==> src/rtl/macc_requant_8bit.sv <==
// macc_requant_8bit
//   Output end of the 8-bit MACC datapath. Accumulates NUM_PASSES signed
//   partial sums per output pixel, adds bias, multiplies by an unsigned
//   scale, round-shifts (round half up), optionally applies ReLU and
//   saturates to signed int8. Three register stages after the final pass,
//   one input per cycle, no backpressure.
module macc_requant_8bit #(
    parameter int IN_WIDTH   = 21,
    parameter int NUM_PASSES = 4
) (
    input  logic                       clk,
    input  logic                       rst_n,
    input  logic signed [IN_WIDTH-1:0] i_data,
    input  logic                       i_valid,
    input  logic                       i_clear,
    input  logic signed [15:0]         i_bias,
    input  logic        [15:0]         i_scale,
    input  logic        [4:0]          i_shift,
    input  logic                       i_relu,
    output logic signed [7:0]          o_data,
    output logic                       o_valid
);

    localparam int ACC_WIDTH  = IN_WIDTH + $clog2(NUM_PASSES) + 1;
    localparam int PROD_WIDTH = ACC_WIDTH + 17;
    // One extra bit so the rounding increment can never wrap the product.
    localparam int RND_WIDTH  = PROD_WIDTH + 1;
    localparam int CNT_WIDTH  = (NUM_PASSES > 1) ? $clog2(NUM_PASSES) : 1;

    localparam logic signed [RND_WIDTH-1:0] SAT_MAX = RND_WIDTH'(127);
    localparam logic signed [RND_WIDTH-1:0] SAT_MIN = -RND_WIDTH'(128);

    // ------------------------------------------------------------------
    // Pass counter and accumulator
    // ------------------------------------------------------------------
    logic [CNT_WIDTH-1:0]        cnt;
    logic signed [ACC_WIDTH-1:0] acc;
    logic                        last_pass;
    logic                        accept;
    logic signed [ACC_WIDTH-1:0] data_ext;
    logic signed [ACC_WIDTH-1:0] bias_ext;
    logic signed [ACC_WIDTH-1:0] acc_term;

    assign last_pass = (cnt == CNT_WIDTH'(NUM_PASSES - 1));
    // Clear wins over a simultaneous valid: the beat is dropped entirely.
    assign accept    = i_valid && !i_clear;
    assign data_ext  = ACC_WIDTH'(i_data);
    assign bias_ext  = ACC_WIDTH'(i_bias);
    // With a single pass the accumulator never holds anything meaningful.
    assign acc_term  = (NUM_PASSES == 1) ? '0 : acc;

    // Count accepted passes and accumulate all but the final one.
    always_ff @(posedge clk or negedge rst_n) begin
        if (!rst_n) begin
            cnt <= '0;
            acc <= '0;
        end else if (i_clear) begin
            cnt <= '0;
            acc <= '0;
        end else if (i_valid) begin
            // NOTE: state is updated with non-blocking assignments so every
            // register in this block sees the pre-edge values of the others.
            if (last_pass) begin
                cnt <= '0;
            end else begin
                cnt <= cnt + CNT_WIDTH'(1);
                acc <= (cnt == '0) ? data_ext : acc + data_ext;
            end
        end
    end

    // ------------------------------------------------------------------
    // Pipeline: S1 (sum + bias), S2 (scaled product), S3 (output)
    // ------------------------------------------------------------------
    logic                         s1_valid;
    logic signed [ACC_WIDTH-1:0]  s1_sum;
    logic [15:0]                  s1_scale;
    logic [4:0]                   s1_shift;
    logic                         s1_relu;

    logic                         s2_valid;
    logic signed [PROD_WIDTH-1:0] s2_prod;
    logic [4:0]                   s2_shift;
    logic                         s2_relu;

    // Valid bits are reset so no phantom output ever escapes after reset.
    always_ff @(posedge clk or negedge rst_n) begin
        if (!rst_n) begin
            s1_valid <= 1'b0;
            s2_valid <= 1'b0;
        end else begin
            s1_valid <= accept && last_pass;
            s2_valid <= s1_valid;
        end
    end

    // Datapath registers; their contents only matter when the matching valid is set.
    // NOTE: these have no reset on purpose -- the valid bits qualify them, and
    // leaving them unreset keeps reset fan-out off the wide datapath.
    always_ff @(posedge clk) begin
        if (accept && last_pass) begin
            s1_sum   <= acc_term + data_ext + bias_ext;
            s1_scale <= i_scale;
            s1_shift <= i_shift;
            s1_relu  <= i_relu;
        end
        s2_prod  <= PROD_WIDTH'(s1_sum) * PROD_WIDTH'($signed({1'b0, s1_scale}));
        s2_shift <= s1_shift;
        s2_relu  <= s1_relu;
    end

    // ------------------------------------------------------------------
    // Round, shift, ReLU, saturate
    // ------------------------------------------------------------------
    logic signed [RND_WIDTH-1:0] prod_ext;
    logic signed [RND_WIDTH-1:0] round_inc;
    logic signed [RND_WIDTH-1:0] shifted;
    logic signed [RND_WIDTH-1:0] clamped;
    logic signed [7:0]           sat_val;

    assign prod_ext = RND_WIDTH'(s2_prod);

    // Requantise the S2 product down to int8.
    always_comb begin
        // NOTE: every variable gets a default first so no path leaves it
        // unassigned, which would otherwise infer a latch.
        round_inc = '0;
        shifted   = prod_ext;
        clamped   = '0;
        sat_val   = '0;

        if (s2_shift != 5'd0) begin
            round_inc = RND_WIDTH'(1) << (s2_shift - 5'd1);
            shifted   = (prod_ext + round_inc) >>> s2_shift;
        end

        clamped = (s2_relu && shifted[RND_WIDTH-1]) ? '0 : shifted;

        if (clamped > SAT_MAX) begin
            sat_val = 8'sd127;
        end else if (clamped < SAT_MIN) begin
            sat_val = -8'sd128;
        end else begin
            sat_val = clamped[7:0];
        end
    end

    // Output register: o_data holds its last value between pulses.
    always_ff @(posedge clk or negedge rst_n) begin
        if (!rst_n) begin
            o_data  <= '0;
            o_valid <= 1'b0;
        end else begin
            o_valid <= s2_valid;
            if (s2_valid) begin
                o_data <= sat_val;
            end
        end
    end

endmodule

==> config.mk <==
export PLATFORM = sky130hd
export DESIGN_NAME = macc_requant_8bit
export DESIGN_NICKNAME = d
export VERILOG_FILES = /design/src/rtl/macc_requant_8bit.sv
export SDC_FILE = /design/constraint.sdc
export NUM_CORES = 1
export LEC_CHECK = 0
export ABC_AREA = 1
export CORE_AREA = 2 2 212 214
export DETAILED_ROUTE_END_ITERATION = 16
export DIE_AREA = 0 0 214 216
export PLACE_DENSITY = 0.77
export SETUP_SLACK_MARGIN = 0.2
export SLEW_MARGIN = 20
export SYNTH_ARGS = -nofsm -noshare
export SYNTH_HDL_FRONTEND = slang
export SYNTH_SLANG_ARGS = --single-unit
==> constraint.sdc <==
create_clock -name clk -period 15.1 [get_ports clk]
set_input_delay 3.02 -clock clk [delete_from_list [all_inputs] [get_ports clk]]
set_output_delay 3.02 -clock clk [all_outputs]
set_load 0.005 [all_outputs]
Word-level counts from Yosys, hierarchy flattened
Index checks and enable logic that the tools add are counted.
{"block": "totals", "regBits": 130, "in_bits": 63, "elab_cells": 44}
{"block": "classes", "reduce_logical": 8, "muxes": 11, "mul": 1, "eq_ne": 2, "addsub": 5, "shifts": 2, "order_cmp": 2}
{"operator": "24-bit 2-to-1 mux", "count": 4}
{"operator": "42-bit 2-to-1 mux", "count": 2}
{"operator": "41-bit by 42-bit adder with 42-bit output", "count": 1}
{"operator": "42-bit by 8-bit > comparator with 1-bit output, second input constant", "count": 1}
{"operator": "42-bit by 8-bit < comparator with 1-bit output, second input constant", "count": 1}
{"operator": "1-bit by 5-bit << shifter with 42-bit output, first input constant", "count": 1}
{"operator": "42-bit by 5-bit >>> shifter with 42-bit output", "count": 1}
{"operator": "24-bit by 17-bit multiplier with 41-bit output", "count": 1}
{"operator": "24-bit by 16-bit adder with 24-bit output", "count": 1}
{"operator": "24-bit by 21-bit adder with 24-bit output", "count": 1}
{"operator": "8-bit 2-to-1 mux", "count": 2}
{"operator": "2-bit 2-to-1 mux", "count": 3}
{"operator": "5-bit nonzero test", "count": 1}
{"operator": "5-bit by 1-bit subtractor with 5-bit output, second input constant", "count": 1}
{"operator": "1-bit logical AND", "count": 3}
{"operator": "2-bit by 1-bit adder with 2-bit output, second input constant", "count": 1}
{"operator": "2-bit equality test, second input constant", "count": 1}
{"operator": "2-bit logical NOT", "count": 1}
{"operator": "2-bit != test, second input constant", "count": 1}
{"operator": "2-bit AND reduction", "count": 1}
{"operator": "2-bit nonzero test", "count": 1}
{"operator": "1-bit logical NOT", "count": 1}

Longest topological paths before layout
{"block": "depth", "depth_word": 10, "depth_mapped": 42}

Least setup slack after synthesis
OpenSTA, ideal clock, no wires.
{"block": "synth_timing", "kind": "input port to flip-flop", "startpoint": "input i_data[0]", "endpoint": "register s1_sum[23], data pin", "path_buffers": 0, "path_stages": 23, "setup_time_ns": 0.263, "arrival_time_ns": 6.295, "path_slack_ns": 8.542, "t_required_ns": 14.837, "cell_sequence": "ha_1 > fa_1 > nand2_1 > nand2_1 > a21oi_1 > o21ai_1 > a21o_1 > a21oi_1 > o21ai_1 > a21oi_1 > o21ai_1 > a31oi_1 > o21ai_1 > nand2_1 > nand2_1 > xor2_1 > inv_1 > ha_1 > inv_1 > o31ai_1 > a21oi_2 > xnor2_1 > xor2_1"}
{"block": "synth_between", "elab_chain_cells": 2}
{"item": "start, declared", "line_no": "13", "source": "input logic signed [IN_WIDTH-1:0] i_data,"}
{"item": "24-bit by 21-bit adder with 24-bit output", "line_no": "102", "source": "s1_sum <= acc_term + data_ext + bias_ext;"}
{"item": "24-bit by 16-bit adder with 24-bit output", "line_no": "102"}
{"item": "end signal, assigned", "line_no": "102"}
{"item": "end, declared", "line_no": "76", "source": "logic signed [ACC_WIDTH-1:0] s1_sum;"}
Every way passes these cells.
A chain may end at the register's enable or synchronous reset.

Final worst setup path
{"block": "layout_timing", "startpoint": "register s1_scale[9]", "endpoint": "register s2_prod[38]"}
{"block": "layout_between", "elab_chain_cells": 1}
{"item": "start, declared", "line_no": "77", "source": "logic [15:0] s1_scale;"}
{"item": "start signal, assigned", "line_no": "103", "source": "s1_scale <= i_scale;"}
{"item": "24-bit by 17-bit multiplier with 41-bit output", "line_no": "107", "source": "s2_prod <= PROD_WIDTH'(s1_sum) * PROD_WIDTH'($signed({1'b0, s1_scale}));"}
{"item": "end signal, assigned", "line_no": "107"}
{"item": "end, declared", "line_no": "82", "source": "logic signed [PROD_WIDTH-1:0] s2_prod;"}
Every way passes these cells.

==> impl_metrics.ini <==
[run_status]
status = finished clean

[placement]
io_buffer_count = 71
dp_worst_setup_slack_ns = 7.59
dpl.hpwl_um = 58300
dpl_cell_area_sq_um = 27200
gp_congestion = 1.03
dpl.cell_count = 4223

[drt]
drt-pass1-iter-count = 6
drc = 0
wl_per_cell_um = 16.5
drt_iter0_drc = 2031
routed_wl_um = 70300
ant_nets = 0
via_per_inst = 5.41
num_vias = 23000

[final_layout]
stdcell_area_sq_um = 27700
regArea_sq_um = 3250
final_nets = 4275
drive_gt1_share_pct = 3.00
antennaDiodeCount = 0
stdcell_count = 4256
multi_input_area_sq_um = 19300
area_growth_pct = 5.95
finish.utilization_pct = 63.3
fillers = 4045

[clock_tree]
cts.htree.levels = 4
ctsHoldBuffers = 0
cts.sinks = 130
post-cts-setup-buffers = 0
postCtsResizedCells = 0
cts_tree = built
clk_pin_slew_ns = 0.07
ctsLongestPathBuffers = 2
cts-buffers-inserted = 17
cts_root_buf = clkbuf_16
clock_latency_ns = 0.47

[pwr]
swShare_pct = 48.9
p_clk_share_pct = 16.7
max-vdd-ir-drop_mv = 0.0990
combPwrFrac_pct = 59.6
p_leak_nw = 15.4
power_density_nw_per_um2 = 82.9
p_total_mw = 2.30
seqPwrFrac_pct = 23.7
p_int_mw = 1.18
p_switching_mw = 1.12

[sta]
setup_viol = 0
fin_setup_tns_ns = 0
slew_violations = 0
whs_ns = 0.341
hold_viol_final = 0
setup_ws_ns = 8.04
min_period_ns = 7.06
tightest_slew_ns = 1.04
rsz0062_at_grt = false
period_share_pct = 46.8
finClkSkew_ns = 0.0161
max_freq_ghz = 0.142
relSlewSlack_pct = 30.7

[synth]
ys_warn_count = 0
netlist_instances = 3683
synth_edf_count = 46
synth_fp_nets = 4307
syn_area_per_cell_sq_um = 7.11
synth_top_area_share_pct = 29.1
synth-async-reset-ratio_pct = 28.5
synth-seq-cells = 130
ys_seq_area_share_pct = 12.4
synth.distinct_cells = 52
synthesis.area_sq_um = 26200
synthTopCellsByArea = fa_1, nand2_1, inv_1
synth_top_flop_cell = dfxtp_1
synth_top_area_cell = fa_1
synth_most_common_cell = nand2_1
synth_common_cells = nand2_1, inv_1, fa_1

[floorplanning]
num_rows = 77
pin_count = 72
dieArea_sq_um = 46200
initial_core_util_pct = 59.7
die_x_um = 214
core-area_sq_um = 43800
fp.dieH_um = 216

[critical_path]
critPathSlowestCell = edfxtp_1
critical_path_class = reg2reg
worst-endpoint-required_ns = 15.50
critPathMaxFanout = 24
crit_arrival_ns = 7.46
path_buf_inv = 5
cpPeakStageDelay_ns = 1.01
critPathLaunchType = register
path_delay_family = adder cells
cp-end-kind = register

[global_route]
grt_max_degree = 52
antenna_found_initial = 0
grt_pass1_vias = 23700
grt_pass1_wl_um = 119000
overflow = 0
track_usage_pct = 32.3

[hold_path]
hold_class = reg2reg

[run]
drv_cap = 0
[power by group through the flow]
stage | combinational (mW) | clock, mW | sequential, mW
after floorplan | 1.04 | 0 | 0.488
after CTS | 1.36 | 0.391 | 0.538
after global placement | 1.34 | 0 | 0.546
after global routing | 1.57 | 0.405 | 0.543
after detailed placement | 1.35 | 0 | 0.545
final | 1.37 | 0.383 | 0.545
[layout by cell type, fill, tap and decap left out, types with 5 or more instances in the layout]
| cell type | Yosys | routed |
|---|---|---|
| fa_1 | 380 | 380 |
| a31oi_1 | 17 | 17 |
| ha_1 | 181 | 181 |
| edfxtp_1 | 46 | 46 |
| inv_1 | 795 | 795 |
| nand3_1 | 358 | 358 |
| xnor2_1 | 40 | 40 |
| dfxtp_1 | 47 | 47 |
| a21o_1 | 5 | 5 |
| a21oi_1 | 126 | 126 |
| o2111ai_1 | 7 | 7 |
| nand4_1 | 18 | 18 |
| xor2_1 | 57 | 57 |
| nand3_2 | 20 | 20 |
| clkbuf_16 | 0 | 17 |
| buf_4 | 5 | 22 |
| nor2_1 | 225 | 224 |
| dfrtp_1 | 37 | 37 |
| nor2_2 | 10 | 10 |
| o21ai_0 | 88 | 88 |
| nor3_1 | 8 | 8 |
| o21ai_1 | 8 | 8 |
| nand2_1 | 1004 | 1004 |
| clkdlybuf4s50_1 | 0 | 70 |
| nand2_2 | 12 | 12 |
[final cells by class]
class / count / area share [%]
Multi-Input combinational cell: 2608 / 69.7
Tap cell: 592 / 2.67
Inverter: 800 / 10.8
Timing Repair Buffer: 94 / 3.19
Clock buffer: 17 / 1.53
Sequential cell: 130 / 11.7
Clock inverter: 15 / 0.393
[state kept, by name, summed over array words and instances (netlist names), 2 cells and up]
| name | cells |
|---|---|
| s1_shift | 5 |
| cnt | 2 |
| s1_sum | 24 |
| o_data | 8 |
| acc | 24 |
| s1_scale | 16 |
| s2_prod | 41 |
| s2_shift | 5 |
[final timing paths]
| kind | depth (start not counted) | from | slack (ns) | end |
|---|---|---|---|---|
| min reg2reg | 0 | s1_shift[2] | 0.34 | s2_shift[2] |
| min in group asynchronous | 1 | rst_n | 2.68 | acc[22] |
| max reg2reg | 26 | s1_scale[9] | 8.04 | s2_prod[38] |
| min | 0 | s1_shift[2] | 0.34 | s2_shift[2] |
| max in group asynchronous | 1 | rst_n | 11.84 | acc[6] |
| max | 26 | s1_scale[9] | 8.04 | s2_prod[38] |
[cells by family after synthesis]
logic type               share of synthesized area (%)
AND/OR/NAND/NOR                                   26.8
buffers and inverters                             13.8
adder cells (fa/ha/maj)                           37.7
AO/OA/AOI/OAI                                     5.92
flip-flops                                        12.4
XOR/XNOR                                          3.25
multiplexers                                    0.0765
[routing by layer]
metal | up-vias | GRT usage (%) | share of wire (%)
met5 | - | 0 | 0
met4 | 0 | 17.0 | 5.4
met3 | 195 | 5.02 | 6.5
met2 | 830 | 55.0 | 48
met1 | 10900 | 39.8 | 40
li1 | 11100 | - | -
Power figures use the tool's default switching activity.
